$ cat src/rtl/mac_tx_framer.sv
// mac_tx_framer: gigabit Ethernet TX framer on a 16-bit word datapath
// Emits /S/+preamble+SFD, payload, zero pad, FCS, /T/R/ and an inter-frame gap toward an 8b10b SERDES.
// Low byte of every word goes on the line first.
// Ports:
//   clk, rst_n                    word clock, async active-low reset
//   pkt_dat/valid/last/ready      payload source handshake (valid in idle requests a frame)
//   crc_dat/crc_en/crc_rst        feed to the external CRC block; crc_out is its finished FCS
//   tx_dat/tx_kchar               registered SERDES word and per-byte K flags (bit0 = low byte)
//   tx_busy                       high from preamble through the end of the gap
//   underrun_err/oversize_err     one-cycle error pulses
//   frame_cnt                     frames completed with a valid FCS
module mac_tx_framer #(
  parameter int MIN_WORDS = 30,
  parameter int MAX_WORDS = 757,
  parameter int IFG_WORDS = 6
) (
  input  logic        clk,
  input  logic        rst_n,
  input  logic [15:0] pkt_dat,
  input  logic        pkt_valid,
  input  logic        pkt_last,
  output logic        pkt_ready,
  output logic [15:0] crc_dat,
  output logic        crc_en,
  output logic        crc_rst,
  input  logic [31:0] crc_out,
  output logic [15:0] tx_dat,
  output logic [1:0]  tx_kchar,
  output logic        tx_busy,
  output logic        underrun_err,
  output logic        oversize_err,
  output logic [15:0] frame_cnt
);
  typedef enum logic [3:0] {IDLE, PRE, DATA, PAD, FCS_HI, FCS_LO, TERM, DROP, IFG} state_t;
  localparam logic [15:0] IDLE_W = 16'h50BC;
  localparam logic [9:0]  MIN_W  = 10'(MIN_WORDS);
  localparam logic [9:0]  MAX_W  = 10'(MAX_WORDS);
  localparam logic [3:0]  IFG_W  = 4'(IFG_WORDS);
  state_t      state;
  logic [9:0]  wcnt;
  logic [3:0]  cnt;
  logic        under, over;
  logic [15:0] sel_dat;
  logic [1:0]  sel_k;
  assign pkt_ready = state == DATA || state == DROP;
  assign crc_en    = (state == DATA && pkt_valid) || state == PAD;
  assign crc_dat   = state == PAD ? 16'h0000 : pkt_dat;
  assign tx_busy   = state != IDLE;
  always_comb begin
    sel_dat = IDLE_W;
    sel_k   = 2'b01;
    case (state)
      PRE: begin
        sel_dat = cnt == 4'd0 ? 16'h55FB : cnt == 4'd3 ? 16'hD555 : 16'h5555;
        sel_k   = cnt == 4'd0 ? 2'b01 : 2'b00;
      end
      DATA: begin
        sel_dat = pkt_valid ? pkt_dat : 16'hFEFE;
        sel_k   = pkt_valid ? 2'b00 : 2'b11;
      end
      PAD: begin
        sel_dat = 16'h0000;
        sel_k   = 2'b00;
      end
      FCS_HI: begin
        sel_dat = crc_out[15:0];
        sel_k   = 2'b00;
      end
      FCS_LO: begin
        sel_dat = crc_out[31:16];
        sel_k   = 2'b00;
      end
      TERM: begin
        sel_dat = 16'hF7FD;
        sel_k   = 2'b11;
      end
      default: ;
    endcase
  end
  always_ff @(posedge clk or negedge rst_n) begin
    if (!rst_n) begin
      state        <= IDLE;
      tx_dat       <= IDLE_W;
      tx_kchar     <= 2'b01;
      crc_rst      <= 1'b1;
      underrun_err <= 1'b0;
      oversize_err <= 1'b0;
      frame_cnt    <= 16'd0;
      wcnt         <= 10'd0;
      cnt          <= 4'd0;
      under        <= 1'b0;
      over         <= 1'b0;
    end else begin
      tx_dat       <= sel_dat;
      tx_kchar     <= sel_k;
      // preset lands at the end of the /S/ word so the CRC is clean for the first payload word
      crc_rst      <= state == IDLE && pkt_valid;
      underrun_err <= 1'b0;
      oversize_err <= 1'b0;
      case (state)
        IDLE: if (pkt_valid) begin
          state <= PRE;
          cnt   <= 4'd0;
        end
        PRE: begin
          wcnt  <= 10'd0;
          under <= 1'b0;
          over  <= 1'b0;
          cnt   <= cnt + 4'd1;
          if (cnt == 4'd3) state <= DATA;
        end
        DATA: if (!pkt_valid) begin
          underrun_err <= 1'b1;
          under        <= 1'b1;
          state        <= TERM;
        end else begin
          wcnt <= wcnt + 10'd1;
          if (pkt_last) state <= wcnt + 10'd1 < MIN_W ? PAD : FCS_HI;
          else if (wcnt == MAX_W - 10'd1) begin
            oversize_err <= 1'b1;
            over         <= 1'b1;
            state        <= FCS_HI;
          end
        end
        PAD: begin
          wcnt <= wcnt + 10'd1;
          if (wcnt == MIN_W - 10'd1) state <= FCS_HI;
        end
        FCS_HI: state <= FCS_LO;
        FCS_LO: state <= TERM;
        TERM: begin
          if (!under) frame_cnt <= frame_cnt + 16'd1;
          cnt   <= 4'd0;
          state <= over ? DROP : IFG;
        end
        DROP: if (pkt_valid && pkt_last) state <= IFG;
        IFG: begin
          cnt <= cnt + 4'd1;
          if (cnt == IFG_W - 4'd1) state <= IDLE;
        end
        default: state <= IDLE;
      endcase
    end
  end
endmodule

$ cat config.mk
export PLATFORM = sky130hd
export DESIGN_NAME = mac_tx_framer
export DESIGN_NICKNAME = d
export VERILOG_FILES = /design/src/rtl/mac_tx_framer.sv
export SDC_FILE = /design/constraint.sdc
export NUM_CORES = 1
export LEC_CHECK = 0
export CAP_MARGIN = 10
export CORE_ASPECT_RATIO = 0.9
export CORE_MARGIN = 2
export CORE_UTILIZATION = 60
export CTS_CLUSTER_SIZE = 12
export DETAILED_ROUTE_END_ITERATION = 16
export DONT_BUFFER_PORTS = 1
export PLACE_DENSITY_LB_ADDON = 0.3
export SLEW_MARGIN = 25
export SYNTH_ARGS = -nofsm -noshare
export SYNTH_HDL_FRONTEND = slang
export SYNTH_SLANG_ARGS = --single-unit
$ cat constraint.sdc
create_clock -name clk -period 4.05 [get_ports clk]
set_input_delay 0.405 -clock clk [delete_from_list [all_inputs] [get_ports clk]]
set_output_delay 0.405 -clock clk [all_outputs]
set_load 0.05 [all_outputs]
==> results of run 1 <==
==> placed cells by master, fill, tap and decap left out, drive strengths merged, types with 4 or more instances in the layout <==
cell type,synthesis,layout
xor2,6,6
and3,5,5
ha,7,7
nand2b,6,6
dfstp,9,9
xnor2,14,14
nand2,32,32
a21oi,21,21
nor2,22,22
buf,5,6
nand4,6,6
nor3,7,7
a31oi,5,5
clkbuf,15,11
o31ai,4,4
nand3,20,20
dfrtp,48,48
inv,15,15
or3,4,4
nor2b,16,16
o21ai,39,39
a22oi,8,8
==> synth_stat cells, types with 2 or more instances <==
cell	n
inv_1	15
and4_1	3
xnor2_1	14
clkbuf_1	15
nand2_1	32
nand2b_1	6
or3_1	4
mux2_2	2
nand4b_1	2
nor3_1	7
a31oi_1	5
o21ai_0	39
o22a_1	2
dfrtp_1	48
a21o_1	3
a21oi_1	21
xor2_1	6
o211ai_1	3
buf_1	3
o31ai_1	4
nor3b_1	3
a221o_1	2
and4b_1	2
a22oi_1	8
nor2b_1	16
nand4_1	6
and3_1	5
a221oi_1	2
ha_1	7
nor2_1	22
nand3_1	20
dfstp_2	9
==> per-layer routing <==
metal  part of all wire  track usage  routed length, um  vias to the layer above
li1                   -            -                  -                     1307
met1               0.41       0.3520               3404                     1356
met2               0.50       0.4499               4151                      134
met3              0.074      0.07282                606                       14
met4             0.0093      0.08519                 77                        0
met5                  0            0                  0                        -
==> registers in the layout, summed over array words and instances, names as in the netlist <==
name	cells
crc_rst	1
state	4
tx_dat	16
over	1
frame_cnt	16
cnt	4
oversize_err	1
tx_kchar	2
under	1
wcnt	10
underrun_err	1
==> kinds of logic after synthesis <==
kind of cell | synth area share
AO/OA/AOI/OAI | 0.2033
XOR/XNOR | 0.05311
adder cells (fa/ha/maj) | 0.02655
buffers and inverters | 0.04362
flip-flops | 0.4359
multiplexers | 0.009863
AND/OR/NAND/NOR | 0.2276
==> area by class of cell <==
class	instances	area, um^2	area share
sequential	57	1438	0.3962
inverter	16	60.06	0.01655
clock inverter	5	103.9	0.02862
timing repair buffer	7	75.07	0.02069
multi-input combinational	269	1737	0.4786
tap	67	83.83	0.02310
clock buffer	11	131.4	0.03621
==> worst min-delay path by stage <==
stage / to / slack [ns] / from / depth (start not counted)
final: tx_kchar[0]$_DFF_PN1_ / 0.15 / pkt_valid / 1
after global routing: tx_kchar[0]$_DFF_PN1_ / 0.14 / pkt_valid / 1
after CTS: tx_kchar[0]$_DFF_PN1_ / 0.13 / pkt_valid / 1
after detailed placement: wcnt[0]$_DFFE_PN0P_ / 0.11 / rst_n / 0
after global placement: wcnt[0]$_DFFE_PN0P_ / 0.11 / rst_n / 0
after floorplan: cnt[0]$_DFFE_PN0P_ / 0.11 / rst_n / 0
==> per-stage QoR <==
step	instances	setup slack [ns]	cell area, um^2
global route	432	0.6377	3628
CTS	432	0.8468	3628
global placement	414	1.069	3356
finish	432	0.8192	3628
floorplan	362	1.446	3298
detailed placement	414	0.9841	3356
==> where the power goes <==
part           total, mW  switching, mW  internal [mW]
clock network      0.632          0.223          0.409
logic               1.31          0.865          0.440
registers           1.32          0.558          0.762
==> worst reg2reg max path, stage by stage (launching register included) <==
cell	delay, ns
dfrtp_1	0.83
nor4b_2	0.18
a21oi_1	0.69
clkinv_1	0.80
a21oi_1	0.29
nand2b_1	0.12
o31ai_1	0.07
==> what timing repair did <==
action | 4_1_cts | 5_1_grt
hold buffers | 2 | 0
hold endpoints to repair | 57 | 0
gates resized for setup | 0 | 0
==> impl_metrics.ini, run 1 <==
[critical_path]
r2r_start = state[2]$_DFFE_PN0P_
slowest_delay_ns = 0.83
crit_end = crc_en
worstPathArrival_ns = 2.83
critPathCaptureType = output pin
path_buf_inv = 1
cpLargestDelayFamily = flip-flops
startpoint = state[2]$_DFFE_PN0P_
worstReg2RegEnd = wcnt[3]$_DFFE_PN0P_
startpoint_type = flop
cp_max_fo = 22
crit_chain = nor4b_2 > a21oi_1 > clkinv_1
path_depth = 3
worstPathRequired_ns = 3.64
slowest_stage = dfrtp_1
regToRegSetupSlack_ns = 0.93
worstSetupPathType = reg2out
r2r_cells = 6

[yosys]
ys_seq_area_frac = 0.4359
syn-instance-count = 362
async_reset_ff_frac = 1.000
yosys_warnings = 0
yosys-top-cells-area = dfrtp_1, dfstp_2, o21ai_0
synth_ff_type = dfrtp_1
synth_edf_count = 0
synth_area_per_cell_um2 = 9.111
synth_largest_area_cell = dfrtp_1
ys_types = 58
synth_nets = 421
synth-seq-cells = 57
synth_top_area_frac = 0.3642
syn_area_mm2 = 0.003298

[power_and_ir_drop]
p_leak_nw = 1.543
cellPowerDensity_mw_per_mm2 = 898.0
power_mw = 3.258
ir_worst_vdd_mv = 0.5107

[routing]
drc = 0
drt_iter0_drc = 230
vias = 2811
routed_wl_um = 8240
viasPerCell = 6.507
post_drt_wl_per_cell_um = 19.07
dr.pass1.iters = 5
ant_nets = 0

[floorplan]
rows = 25
dieArea_mm2 = 0.006107
die_h_um = 74.34
num_io_pins = 108
core_area_mm2 = 0.005286
chipWidth_um = 82.15
start_util = 0.6239

[timing]
slew_headroom = 0.3684
fin_crit_ns = 3.231
slew_violations = 0
setup_tns_ns = 0
setup_violations = 0
worstMarginPinSlew_ns = 0.9454
finalHoldViolations = 0
fin_crit_sh = 0.7977
grt_setup_unrepaired = false
skew_ns = 0.007233
worst_hold_slack_ns = 0.1492
clock.fmax_mhz = 309.5

[place]
portBuffers = 0
place.gp.congestion = 0.8573
dp_hpwl_um = 5924

[final_layout]
final_util = 0.6864
drive_above_1_share = 0.1123
area_growth_syn_to_layout_pct = 10.02
n_antenna_cell = 0
nets = 419
fillers = 391

[worst_hold_path]
worstHoldPathType = in2reg

[clock_tree]
cts_made_buffers = 9
cts_sinks = 57
cts_setup_buffers = 0
cts_tree = built
cts-root-buf = clkbuf_8
clk_path_buf_depth = 2
clock_latency_ns = 0.33
h-tree-depth = 3
clkTransAtPathRegs_ns = 0.06

[grt]
grt_pass1_wl_um = 12370
grt_pass1_vias = 2528
antenna_found_initial = 0
grt_overflow = 0
grt_use_total = 0.2722
grt_start_max_net_pins = 58

[flow_run]
drv_cap = 0

[outcome]
status = finished clean
No activity file was read; power rests on OpenSTA's default activity.
==> run 2: changes to the inputs <==
==> constraint.sdc (replaced) <==
create_clock -name clk -period 3.15 [get_ports clk]
set_input_delay 0.315 -clock clk [delete_from_list [all_inputs] [get_ports clk]]
set_output_delay 0.315 -clock clk [all_outputs]
set_load 0.05 [all_outputs]
==> impl_metrics.ini, run 2 (synthesis results as in run 1) <==
[final_layout]
n_antenna_cell = 0
layout_common_cells = dfrtp_1, o21ai_0, nand2_1
drive_above_1_share = 0.1540
area_growth_syn_to_layout_pct = 12.33
nets = 437
final_area_mm2 = 0.003705
fillers = 412
multi_input_area_mm2 = 0.001737
reg_top3 = frame_cnt: 16 flops, tx_dat: 16 flops, wcnt: 10 flops
fin_cells = 450
regArea_mm2 = 0.001438
layout_commonest_cell = dfrtp_1

[timing]
grt_setup_unrepaired = false
fin_crit_sh = 0.8241
clock.fmax_mhz = 385.2
slew_violations = 0
slew_headroom = 0.3858
fin_crit_ns = 2.596
worstMarginPinSlew_ns = 0.9195
finalHoldViolations = 0
setup_slack_ns = 0.5540
skew_ns = 0.007583
setup_violations = 0
setup_tns_ns = 0

[place]
place_inst = 432
post-place-ws_ns = 0.6709
dp_hpwl_um = 6001
dpl_cell_area_mm2 = 0.003491
place.gp.congestion = 0.8936
portBuffers = 0

[power_and_ir_drop]
p_leak_nw = 1.602
cellPowerDensity_mw_per_mm2 = 1101
ir_worst_vdd_mv = 0.6408

[clock_tree]
cts_hold_buf = 2
cts_made_buffers = 9
cts_setup_buffers = 0
cts.repair.resized = 0
h-tree-depth = 3
cts_sinks = 57
clk_path_buf_depth = 2
clkTransAtPathRegs_ns = 0.06
cts-root-buf = clkbuf_8
clock_latency_ns = 0.33
cts_tree = built

[grt]
grt_overflow = 0
grt_pass1_wl_um = 12740
grt_use_total = 0.2757
grt_start_max_net_pins = 58
antenna_found_initial = 0
grt_pass1_vias = 2630

[routing]
post_drt_wl_per_cell_um = 18.78
vias = 2842
ant_nets = 0
viasPerCell = 6.316
routed_wl_um = 8453
dr.pass1.iters = 5
drc = 0
drt_iter0_drc = 283

[critical_path]
critPathCaptureType = output pin
worstPathRequired_ns = 2.83
worstPathArrival_ns = 2.28
worstSetupPathType = reg2out
startpoint_type = flop
cp_max_fo = 24

[floorplan]
rows = 25
chipWidth_um = 82.15
num_io_pins = 108
core_area_mm2 = 0.005286
dieArea_mm2 = 0.006107
die_h_um = 74.34
start_util = 0.6239

[outcome]
status = finished clean

[flow_run]
drv_cap = 0

[worst_hold_path]
worstHoldPathType = in2reg
run 2: worst max-delay path, cell delays in order, from the launching register on:
cell	delay [ns]
dfrtp_1	0.77
nor4b_2	0.51
a21oi_1	0.13
buf_4	0.19
clkinv_1	0.34
run 2: cell type report:
| cell class | instances | area share |
|---|---|---|
| clock buffer | 13 | 0.04289 |
| clock inverter | 3 | 0.004728 |
| inverter | 16 | 0.01621 |
| multi-input combinational | 269 | 0.4688 |
| sequential | 57 | 0.3880 |
| tap | 67 | 0.02263 |
| timing repair buffer | 25 | 0.05674 |
run 2: worst paths after layout:
check                                          to  depth (start not counted)  slack, ns            startpoint
min                        underrun_err$_DFF_PN0_                          1       0.07             pkt_valid
max reg2reg                  state[1]$_DFFE_PN0P_                          5       0.65  state[1]$_DFFE_PN0P_
max in group asynchronous   tx_kchar[0]$_DFF_PN1_                          2       2.33                 rst_n
max                                        crc_en                          4       0.55  state[1]$_DFFE_PN0P_
min in group asynchronous     wcnt[0]$_DFFE_PN0P_                          2       0.49                 rst_n
min reg2reg                      over$_DFFE_PN0P_                          1       0.48      over$_DFFE_PN0P_
run 2: power breakdown:
group          internal, mW  switching, mW  leakage [nW]
Sequential            0.980          0.712         0.735
Combinational         0.649           1.13         0.778
Clock                 0.326          0.279        0.0894
Total                  1.95           2.13          1.60
run 2: routing by layer:
metal,wire length [um],track usage,part of all wire,up-vias
met5,0,0,0,-
met4,89,0.06481,0.011,0
met3,786,0.07767,0.093,14
met2,4059,0.4490,0.48,147
met1,3519,0.3691,0.42,1344
li1,-,-,-,1337
run 2: metrics by stage:
step,power (mW),hold slack [ns],utilization
after floorplan,2.970,0.01941,-
after global routing,4.327,0.06014,0.7008
after global placement,3.405,0.02023,0.6604
after detailed placement,3.444,0.02026,0.6604
final,4.081,0.06920,0.7008
after CTS,4.077,0.05603,0.7008
